## src/rtl/vga_timing_pkg.sv

```systemverilog
// Shared 640x480 @ 60 Hz raster timing constants and window helper.
// Other VGA blocks import this for their visible-window comparisons.
package vga_timing_pkg;

  localparam int unsigned CNT_W = 10;

  localparam int unsigned VGA_CLK_DIV     = 4;
  localparam int unsigned VGA_H_TOTAL     = 800;
  localparam int unsigned VGA_H_SYNC      = 96;
  localparam int unsigned VGA_H_VIS_START = 144;
  localparam int unsigned VGA_H_VIS_END   = 783;
  localparam int unsigned VGA_V_TOTAL     = 525;
  localparam int unsigned VGA_V_SYNC      = 2;
  localparam int unsigned VGA_V_VIS_START = 35;
  localparam int unsigned VGA_V_VIS_END   = 514;

  typedef logic [CNT_W-1:0] cnt_t;

  // Inclusive range test on raster coordinates.
  function automatic logic in_window(input cnt_t x, input cnt_t lo, input cnt_t hi);
    return (x >= lo) && (x <= hi);
  endfunction

endpackage

```

## src/rtl/vga_timing_gen_mod_counter.sv

```systemverilog
// mod_counter: wrap-at-N counter with enable.
// Ports:
//   clk, reset_n       - clock, async active-low reset (count -> 0)
//   en                 - advance on this clk edge
//   count              - registered count, 0..N-1
//   count_next_c       - value count takes on the next edge (combinational)
//   wrap_c             - high when the next edge wraps N-1 -> 0 (combinational)
module mod_counter #(
  parameter int unsigned N = 4,
  parameter int unsigned W = 2
) (
  input  logic         clk,
  input  logic         reset_n,
  input  logic         en,
  output logic [W-1:0] count,
  output logic [W-1:0] count_next_c,
  output logic         wrap_c
);

  localparam logic [W-1:0] LAST = W'(N - 1);

  // Next-state: hold, increment, or wrap to zero at N-1.
  always_comb begin
    wrap_c       = 1'b0;
    count_next_c = count;
    wrap_c       = en && (count == LAST);
    if (wrap_c) begin
      count_next_c = '0;
    end else if (en) begin
      count_next_c = count + W'(1);
    end
  end

  always_ff @(posedge clk or negedge reset_n) begin
    if (!reset_n) begin
      count <= '0;
    end else begin
      count <= count_next_c;
    end
  end

endmodule

```

## src/rtl/vga_timing_gen.sv

```systemverilog
// vga_timing_gen: VGA raster timing generator. Divides clk to a pixel
// enable, runs horizontal/vertical counters and decodes sync/visible flags.
// Ports:
//   clk, reset_n   - board clock, async active-low reset
//   pix_en         - one-clk pulse every CLK_DIV clocks; counters step on it
//   hCount, vCount - current column / line
//   hSync, vSync   - active-low syncs
//   bright         - inside the visible window
//   line_start     - one-clk pulse after hCount wraps to 0
//   frame_start    - one-clk pulse after both counters wrap to 0
module vga_timing_gen
  import vga_timing_pkg::*;
#(
  parameter int unsigned CLK_DIV     = VGA_CLK_DIV,
  parameter int unsigned H_TOTAL     = VGA_H_TOTAL,
  parameter int unsigned H_SYNC      = VGA_H_SYNC,
  parameter int unsigned H_VIS_START = VGA_H_VIS_START,
  parameter int unsigned H_VIS_END   = VGA_H_VIS_END,
  parameter int unsigned V_TOTAL     = VGA_V_TOTAL,
  parameter int unsigned V_SYNC      = VGA_V_SYNC,
  parameter int unsigned V_VIS_START = VGA_V_VIS_START,
  parameter int unsigned V_VIS_END   = VGA_V_VIS_END
) (
  input  logic             clk,
  input  logic             reset_n,
  output logic             pix_en,
  output logic [CNT_W-1:0] hCount,
  output logic [CNT_W-1:0] vCount,
  output logic             hSync,
  output logic             vSync,
  output logic             bright,
  output logic             line_start,
  output logic             frame_start
);

  localparam int unsigned DIV_W = $clog2(CLK_DIV);

  logic [DIV_W-1:0] div_cnt;
  logic [DIV_W-1:0] div_next_c;
  logic             div_wrap_c;
  logic             unused_div;
  logic [CNT_W-1:0] h_next_c;
  logic [CNT_W-1:0] v_next_c;
  logic             h_wrap_c;
  logic             v_wrap_c;
  logic             pix_en_next_c;
  logic             hsync_next_c;
  logic             vsync_next_c;
  logic             bright_next_c;

  // Prescaler; its wrap edge is the edge on which pix_en is high.
  mod_counter #(.N(CLK_DIV), .W(DIV_W)) u_div (
    .clk          (clk),
    .reset_n      (reset_n),
    .en           (1'b1),
    .count        (div_cnt),
    .count_next_c (div_next_c),
    .wrap_c       (div_wrap_c)
  );

  // pix_en is regenerated from the next prescaler value, so the raw count is not needed.
  assign unused_div = ^div_cnt;

  mod_counter #(.N(H_TOTAL), .W(CNT_W)) u_hcnt (
    .clk          (clk),
    .reset_n      (reset_n),
    .en           (div_wrap_c),
    .count        (hCount),
    .count_next_c (h_next_c),
    .wrap_c       (h_wrap_c)
  );

  mod_counter #(.N(V_TOTAL), .W(CNT_W)) u_vcnt (
    .clk          (clk),
    .reset_n      (reset_n),
    .en           (h_wrap_c),
    .count        (vCount),
    .count_next_c (v_next_c),
    .wrap_c       (v_wrap_c)
  );

  // Decode from next-state counters so the registered flags line up with hCount/vCount.
  always_comb begin
    pix_en_next_c = 1'b0;
    hsync_next_c  = 1'b0;
    vsync_next_c  = 1'b0;
    bright_next_c = 1'b0;
    pix_en_next_c = (div_next_c == DIV_W'(CLK_DIV - 1));
    hsync_next_c  = (h_next_c >= CNT_W'(H_SYNC));
    vsync_next_c  = (v_next_c >= CNT_W'(V_SYNC));
    bright_next_c = in_window(h_next_c, CNT_W'(H_VIS_START), CNT_W'(H_VIS_END)) &&
                    in_window(v_next_c, CNT_W'(V_VIS_START), CNT_W'(V_VIS_END));
  end

  // v_wrap_c is only ever set on an h-wrap edge, so it marks a full frame wrap.
  always_ff @(posedge clk or negedge reset_n) begin
    if (!reset_n) begin
      pix_en      <= 1'b0;
      hSync       <= 1'b0;
      vSync       <= 1'b0;
      bright      <= 1'b0;
      line_start  <= 1'b0;
      frame_start <= 1'b0;
    end else begin
      pix_en      <= pix_en_next_c;
      hSync       <= hsync_next_c;
      vSync       <= vsync_next_c;
      bright      <= bright_next_c;
      line_start  <= h_wrap_c;
      frame_start <= v_wrap_c;
    end
  end

endmodule

```

## config.mk

```make
export PLATFORM = sky130hd
export DESIGN_NAME = vga_timing_gen
export DESIGN_NICKNAME = d
export VERILOG_FILES = /design/src/rtl/vga_timing_pkg.sv /design/src/rtl/vga_timing_gen_mod_counter.sv /design/src/rtl/vga_timing_gen.sv
export SDC_FILE = /design/constraint.sdc
export NUM_CORES = 1
export LEC_CHECK = 0
export ABC_AREA = 1
export BUFFER_PORTS_ARGS = -buffer_cell sky130_fd_sc_hd__buf_4
export CORE_MARGIN = 8
export CORE_UTILIZATION = 62
export CTS_BUF_LIST = sky130_fd_sc_hd__clkbuf_2 sky130_fd_sc_hd__clkbuf_4 sky130_fd_sc_hd__clkbuf_8
export CTS_CLUSTER_DIAMETER = 100
export CTS_CLUSTER_SIZE = 10
export DETAILED_ROUTE_END_ITERATION = 12
export GPL_TIMING_DRIVEN = 0
export HOLD_SLACK_MARGIN = 0.05
export PLACE_DENSITY = 0.86
export SYNTH_ARGS = -nofsm -noshare
export SYNTH_HDL_FRONTEND = slang
export SYNTH_HIERARCHICAL = 1
export SYNTH_SLANG_ARGS = --single-unit
```

## constraint.sdc

```tcl
create_clock -name clk -period 5.75 [get_ports clk]
set_input_delay 1.15 -clock clk [delete_from_list [all_inputs] [get_ports clk]]
set_output_delay 1.15 -clock clk [all_outputs]
set_load 0.03 [all_outputs]
```

## Word-level counts from Yosys, hierarchy flattened

Cells that the tools add are included.

- Register bits: 28
- Output and inout bits: 26
- Word-level logic and storage cells: 32
- Bits of input ports: 2

- Magnitude comparators: 6
- Reduce and logical (&&, ||, !) cells: 5
- Equality and inequality tests: 4
- Mux-type cells: 5
- Add/subtract/negate cells: 3

Operator list:

| kind | number |
|---|---|
| $mux W10 | 4 |
| $add A10 B1 Y10 const B | 2 |
| $eq A10 B10 Y1 const B | 2 |
| $le A10 B10 Y1 const B | 2 |
| $ge A10 B2 Y1 const B | 1 |
| $ge A10 B6 Y1 const B | 1 |
| $ge A10 B7 Y1 const B | 1 |
| $ge A10 B8 Y1 const B | 1 |
| $logic_and A1 B1 Y1 | 5 |
| $eq A2 B2 Y1 const B | 2 |
| $add A2 B1 Y2 const B | 1 |
| $mux W2 | 1 |

## Longest topological paths before layout

- Word-level depth: 7
- Mapped depth: 20

## Hierarchy

The synthesis kept the hierarchy.

By module, submodules not included:

| module | sequential area each (sq um) | cells each | instances | area an instance (sq um) |
|---|---|---|---|---|
| mod_counter (u_vcnt) | 250.2 | 78 | 1 | 590.6 |
| mod_counter (u_hcnt) | 250.2 | 74 | 1 | 578.1 |
| vga_timing_gen | 150.1 | 39 | 1 | 290.3 |
| mod_counter (u_div) | 50.0 | 14 | 1 | 106.4 |

## Worst setup path before layout

No wires, ideal clock.

- Path type: flip-flop to flip-flop
- Start: register u_hcnt.count[0]
- End: register bright
- Clock period less this slack: 2.333 ns
- Setup slack: 3.417 ns
- Cell stages (with the launch flop): 19
- Arrival: 2.212 ns
- Buffers on the path: 0
- Setup time: 0.121 ns
- Data required time: 5.629 ns
- Path through: dfrtp_1 ha_1 nand3_1 inv_1 nand3b_1 inv_1 nand2_1 nor2_2 nand2_2 nor2_1 nand2_1 nand2_1 inv_1 nor2_2 nand2_1 nor2_1 nand2_1 nand2_1 nor2_1

- Cells in the longest elaborated chain, start to end: 7

RTL lines:

| element | line | text |
|---|---|---|
| from (decl) | vga_timing_gen_mod_counter.sv:15 | `output logic [W-1:0] count,` |
| from (signal assigned) | vga_timing_gen_mod_counter.sv:38 | `count <= count_next_c;` |
| $eq A10 B10 Y1 (*) | vga_timing_gen_mod_counter.sv:26 | `wrap_c = en && (count == LAST);` |
| $logic_and A1 B1 Y1 (*) | vga_timing_gen_mod_counter.sv:26 |  |
| via h_wrap_c | vga_timing_gen.sv:44 | `logic h_wrap_c;` |
| $mux W10 or $logic_and A1 B1 Y1 (tied branches) | vga_timing_gen_mod_counter.sv:29, vga_timing_gen_mod_counter.sv:26 |  |
| $mux W10 (*) | vga_timing_gen_mod_counter.sv:27 | `if (wrap_c) begin` |
| via v_next_c[8] | vga_timing_gen.sv:43 | `logic [CNT_W-1:0] v_next_c;` |
| $ge A10 B6 Y1 or $le A10 B10 Y1 (tied branches) | vga_timing_pkg.sv:21 | `return (x >= lo) && (x <= hi);` |
| $logic_and A1 B1 Y1 (*) | vga_timing_pkg.sv:21 |  |
| $logic_and A1 B1 Y1 (*) | vga_timing_gen.sv:91 | `bright_next_c = in_window(h_next_c, CNT_W'(H_VIS_START), CNT_W'(H_VIS_END)) &&` |
| via bright_next_c | vga_timing_gen.sv:49 | `logic bright_next_c;` |
| to (signal assigned) | vga_timing_gen.sv:108 | `bright <= bright_next_c;` |
| to (decl) | vga_timing_gen.sv:31 | `output logic bright,` |

Mark *: on every way through the listed nets, which the timed path passes. The rest lies on a longest branch.

## Final worst setup path

- Start: register u_div.count[0]
- End: register bright

- Cells in the longest elaborated chain, start to end: 7

RTL lines:

| element | line | text |
|---|---|---|
| from (decl) | vga_timing_gen_mod_counter.sv:15 |  |
| from (signal assigned) | vga_timing_gen_mod_counter.sv:38 |  |
| $eq A2 B2 Y1 (*) | vga_timing_gen_mod_counter.sv:26 |  |
| via div_wrap_c | vga_timing_gen.sv:40 | `logic div_wrap_c;` |
| $logic_and A1 B1 Y1 (*) | vga_timing_gen_mod_counter.sv:26 |  |
| via h_wrap_c | vga_timing_gen.sv:44 |  |
| $mux W10 or $logic_and A1 B1 Y1 (tied branches) | vga_timing_gen_mod_counter.sv:29, vga_timing_gen_mod_counter.sv:26 |  |
| $mux W10 (*) | vga_timing_gen_mod_counter.sv:27 |  |
| via v_next_c[8] | vga_timing_gen.sv:43 |  |
| $ge A10 B6 Y1 or $le A10 B10 Y1 (tied branches) | vga_timing_pkg.sv:21 |  |
| $logic_and A1 B1 Y1 (*) | vga_timing_pkg.sv:21 |  |
| $logic_and A1 B1 Y1 (*) | vga_timing_gen.sv:91 |  |
| via bright_next_c | vga_timing_gen.sv:49 |  |

Marks and branches as above.

==> impl_metrics.csv <==
group,metric,value,unit
floorplan,initial_core_util,64.4,%
pwr,finalPower,483,uW
final_layout,diodes,0,
pwr,seq_power_share,49.6,%
drt,ant_nets,0,
drt,vias,1347,
grt,grt.busiest_layer,"met2",
setup_path,cp-startpoint,"u_div/count[0]$_DFF_PN0_",
grt,gr-usage-met2,29.0,%
floorplan,num_io_pins,28,
drt,routed_wl,3210,um
logic_synthesis,syn-cell-area,1570,sq um
logic_synthesis,ys_async_sr_fraction,100,%
logic_synthesis,syn_avg_cell_area,7.64,sq um
sta,skew,0.00812,ns
drt,wl_per_cell,11.9,um
place,numPortBuffers,27,
pwr,max-vdd-ir-drop,0.000217,V
setup_path,crit_path_end_kind,"register",
clock_tree,htree_levels,1,
grt,antenna_found_initial,0,
place,place_congestion,0.822,
logic_synthesis,yosysMostFrequentCell,"nand2_1",
pwr,clockPowerShare,26.6,%
final_layout,drive_gt1_share,19.2,%
logic_synthesis,synthDominantCellAreaShare,44.8,%
drt,firstDrtPassIters,4,
sta,fmax,0.382,GHz
sta,period_share,45.5,%
setup_path,critPathLaunchType,"register",
drt,viasPerCell,5.01,
place,dp_cells,265,
outcome,status,"finished, final reports clean",
logic_synthesis,ys_ff_latch,28,
worst_hold_path,holdPathStages,1,
logic_synthesis,synth-edff-count,0,
floorplan,die_y,66.2,um
floorplan,core,2430,sq um
grt,grt_pass1_wl,5430,um
pwr,power.switching,149,uW
final_layout,fin_cells,269,
sta,fin_crit,2.61,ns
sta,rsz0062_at_grt,"no",
setup_path,worstReg2RegStart,"u_div/count[0]$_DFF_PN0_",
setup_path,worst-r2r-cell-count,20,
clock_tree,cts_setup_buffers,0,
sta,hold_viol,0,
pwr,switching_share,30.9,%
logic_synthesis,yosys.area.top_type,"dfrtp_1",
clock_tree,insertion_delay,0.33,ns
logic_synthesis,ys_seq_area_share,44.8,%
flow_run,drv_cap,0,
place,dpl.hpwl,2490,um
logic_synthesis,yosys-top-cells-count,"54 x nand2_1, 35 x inv_1, 28 x dfrtp_1, 28 x nor2_1, 15 x nand3_1",
grt,grt_pass1_vias,1319,
setup_path,required,5.98,ns
sta,setup_viol,0,
clock_tree,clk_path_buf_depth,2,
logic_synthesis,syn_inst,205,
floorplan,die_width,66.2,um
sta,tns,0,ns
pwr,p_leak,1.06,nW
pwr,combPwrFrac,23.8,%
floorplan,placementRows,18,
setup_path,crit_arrival,2.85,ns
clock_tree,cts_tree,"built",
grt,gr-total-overflow,0,
place,placedInstanceArea,1820,sq um
setup_path,path_class,"reg2reg",
logic_synthesis,ys_types,25,
logic_synthesis,ys_top_cells_by_area,"dfrtp_1 45%, nand2_1 13%, inv_1 8.4%",
grt,use_met1,16.9,%
pwr,internal_power,333,uW
clock_tree,cts_buffers,3,
logic_synthesis,ys.flop_type,"dfrtp_1",
floorplan,dieArea,4390,sq um
setup_path,cp_max_fo,8,
clock_tree,clock_sinks,28,
grt,grt_max_degree,29,
grt,grtUsageMet3,2.88,%
clock_tree,clockRootBuffer,"clkbuf_4",
drt,dr.first_iter.drc_count,62,
clock_tree,cts_resized,0,
clock_tree,path_clk_slew,0.15,ns
final_layout,fin_area,1870,sq um
grt,grtUsageTotal,15.5,%
sta,drv_slew,0,
worst_hold_path,hold_class,"reg2reg",
drt,drc,0,
final_layout,area_delta_synth_final,19.4,%
logic_synthesis,ys_warn_count,6,
clock_tree,cts_hold_buf,0,
worst_hold_path,hp-start,"u_hcnt/count[2]$_DFF_PN0_",
final_layout,nNetsFinal,246,
pwr,powerDensity,258,nW/um^2
-- per-layer routing --
layer  vias up  wire length [um]
met5         -                 0
li1        689                 -
met3         4               174
met2        31              1590
met4         0                54
met1       623              1390
-- worst paths after layout --
kind                                              to  slack, ns
max                                 bright$_DFF_PN0_       3.14
min                        u_hcnt/count[2]$_DFF_PN0_       0.57
max reg2reg                         bright$_DFF_PN0_       3.14
min reg2reg                u_hcnt/count[2]$_DFF_PN0_       0.57
max in group asynchronous            vSync$_DFF_PN0_       4.78
min in group asynchronous  u_vcnt/count[3]$_DFF_PN0_       0.70
-- sequential cells by signal, indices dropped and copies added, names as in the netlist --
signal and flops:
u_hcnt/count 10, vSync 1, u_div/count 2, hSync 1
u_vcnt/count 10, line_start 1, frame_start 1, bright 1
pix_en 1
-- critical path: stages (launching register included) --
cell and delay [ns]:
dfrtp_1 0.41, ha_1 0.17, nand2_1 0.06, inv_1 0.17, nand2_1 0.10, nor2_1 0.11
nand3b_1 0.14, inv_1 0.23, nand2_1 0.15, nor2_2 0.16, nand2_2 0.10, nor2_1 0.09
nand2_1 0.05, nand2_1 0.06, inv_1 0.05, nor2_2 0.12, nand2_1 0.06, nor2_1 0.12
nand2_1 0.07, nand2_1 0.06, nor2_1 0.04
-- power groups by stage --
stage               Combinational [mW]  Sequential, mW  Clock (mW)
floorplan                       0.0475           0.269           0
global placement                 0.112           0.241           0
detailed placement               0.117           0.243           0
CTS                              0.117           0.239       0.131
global route                     0.127           0.242       0.137
finish                           0.115           0.239       0.128
-- logic make-up after synthesis --
family | count (synthesis) | share of synthesized area (%)
fa+ha+maj | 4 | 3.20
buf+inv | 37 | 9.11
flops | 28 | 44.8
simple gates | 118 | 34.5
xor+xnor | 9 | 5.04
other cells | 1 | 0.240
compound gates | 7 | 2.40
mux | 1 | 0.719
-- placed cells by master (no fill, tap or decap) --
cell / instances
nand4_1: 4
nor2_4: 2
nand3_2: 1
a21oi_1: 3
ha_1: 4
nor2_1: 28
xnor2_1: 5
clkbuf_4: 3
nand2_2: 3
clkinv_1: 1
o21ai_1: 2
nor3_1: 2
nand3b_1: 2
xor2_1: 4
nand3_1: 15
o21ai_0: 1
nor3b_4: 1
nand2_1: 54
bufinv_16: 1
mux2_2: 1
conb_1: 4
o21bai_1: 1
buf_4: 28
or2_2: 1
nor2_2: 5
inv_1: 35
dfrtp_1: 28
-- area by class of cell --
cell class | instances | area [sq um]
multi-input combinational | 143 | 733
sequential | 28 | 701
fill | 187 | 563
timing repair buffer | 27 | 203
inverter | 36 | 135
tap | 30 | 37.5
clock inverter | 1 | 30.0
clock buffer | 3 | 22.5
buffer | 1 | 7.51
-- metrics by stage --
step / utilization [%] / setup WS, ns / hold WS [ns]
2_1_floorplan: - / 3.42 / 0.533
3_5_place_dp: 74.7 / 3.13 / 0.552
6_report: 76.9 / 3.14 / 0.572
5_1_grt: 76.9 / 2.81 / 0.630
3_3_place_gp: 74.7 / 3.19 / 0.543
4_1_cts: 76.9 / 3.10 / 0.575
Power figures use the tool's default switching activity.
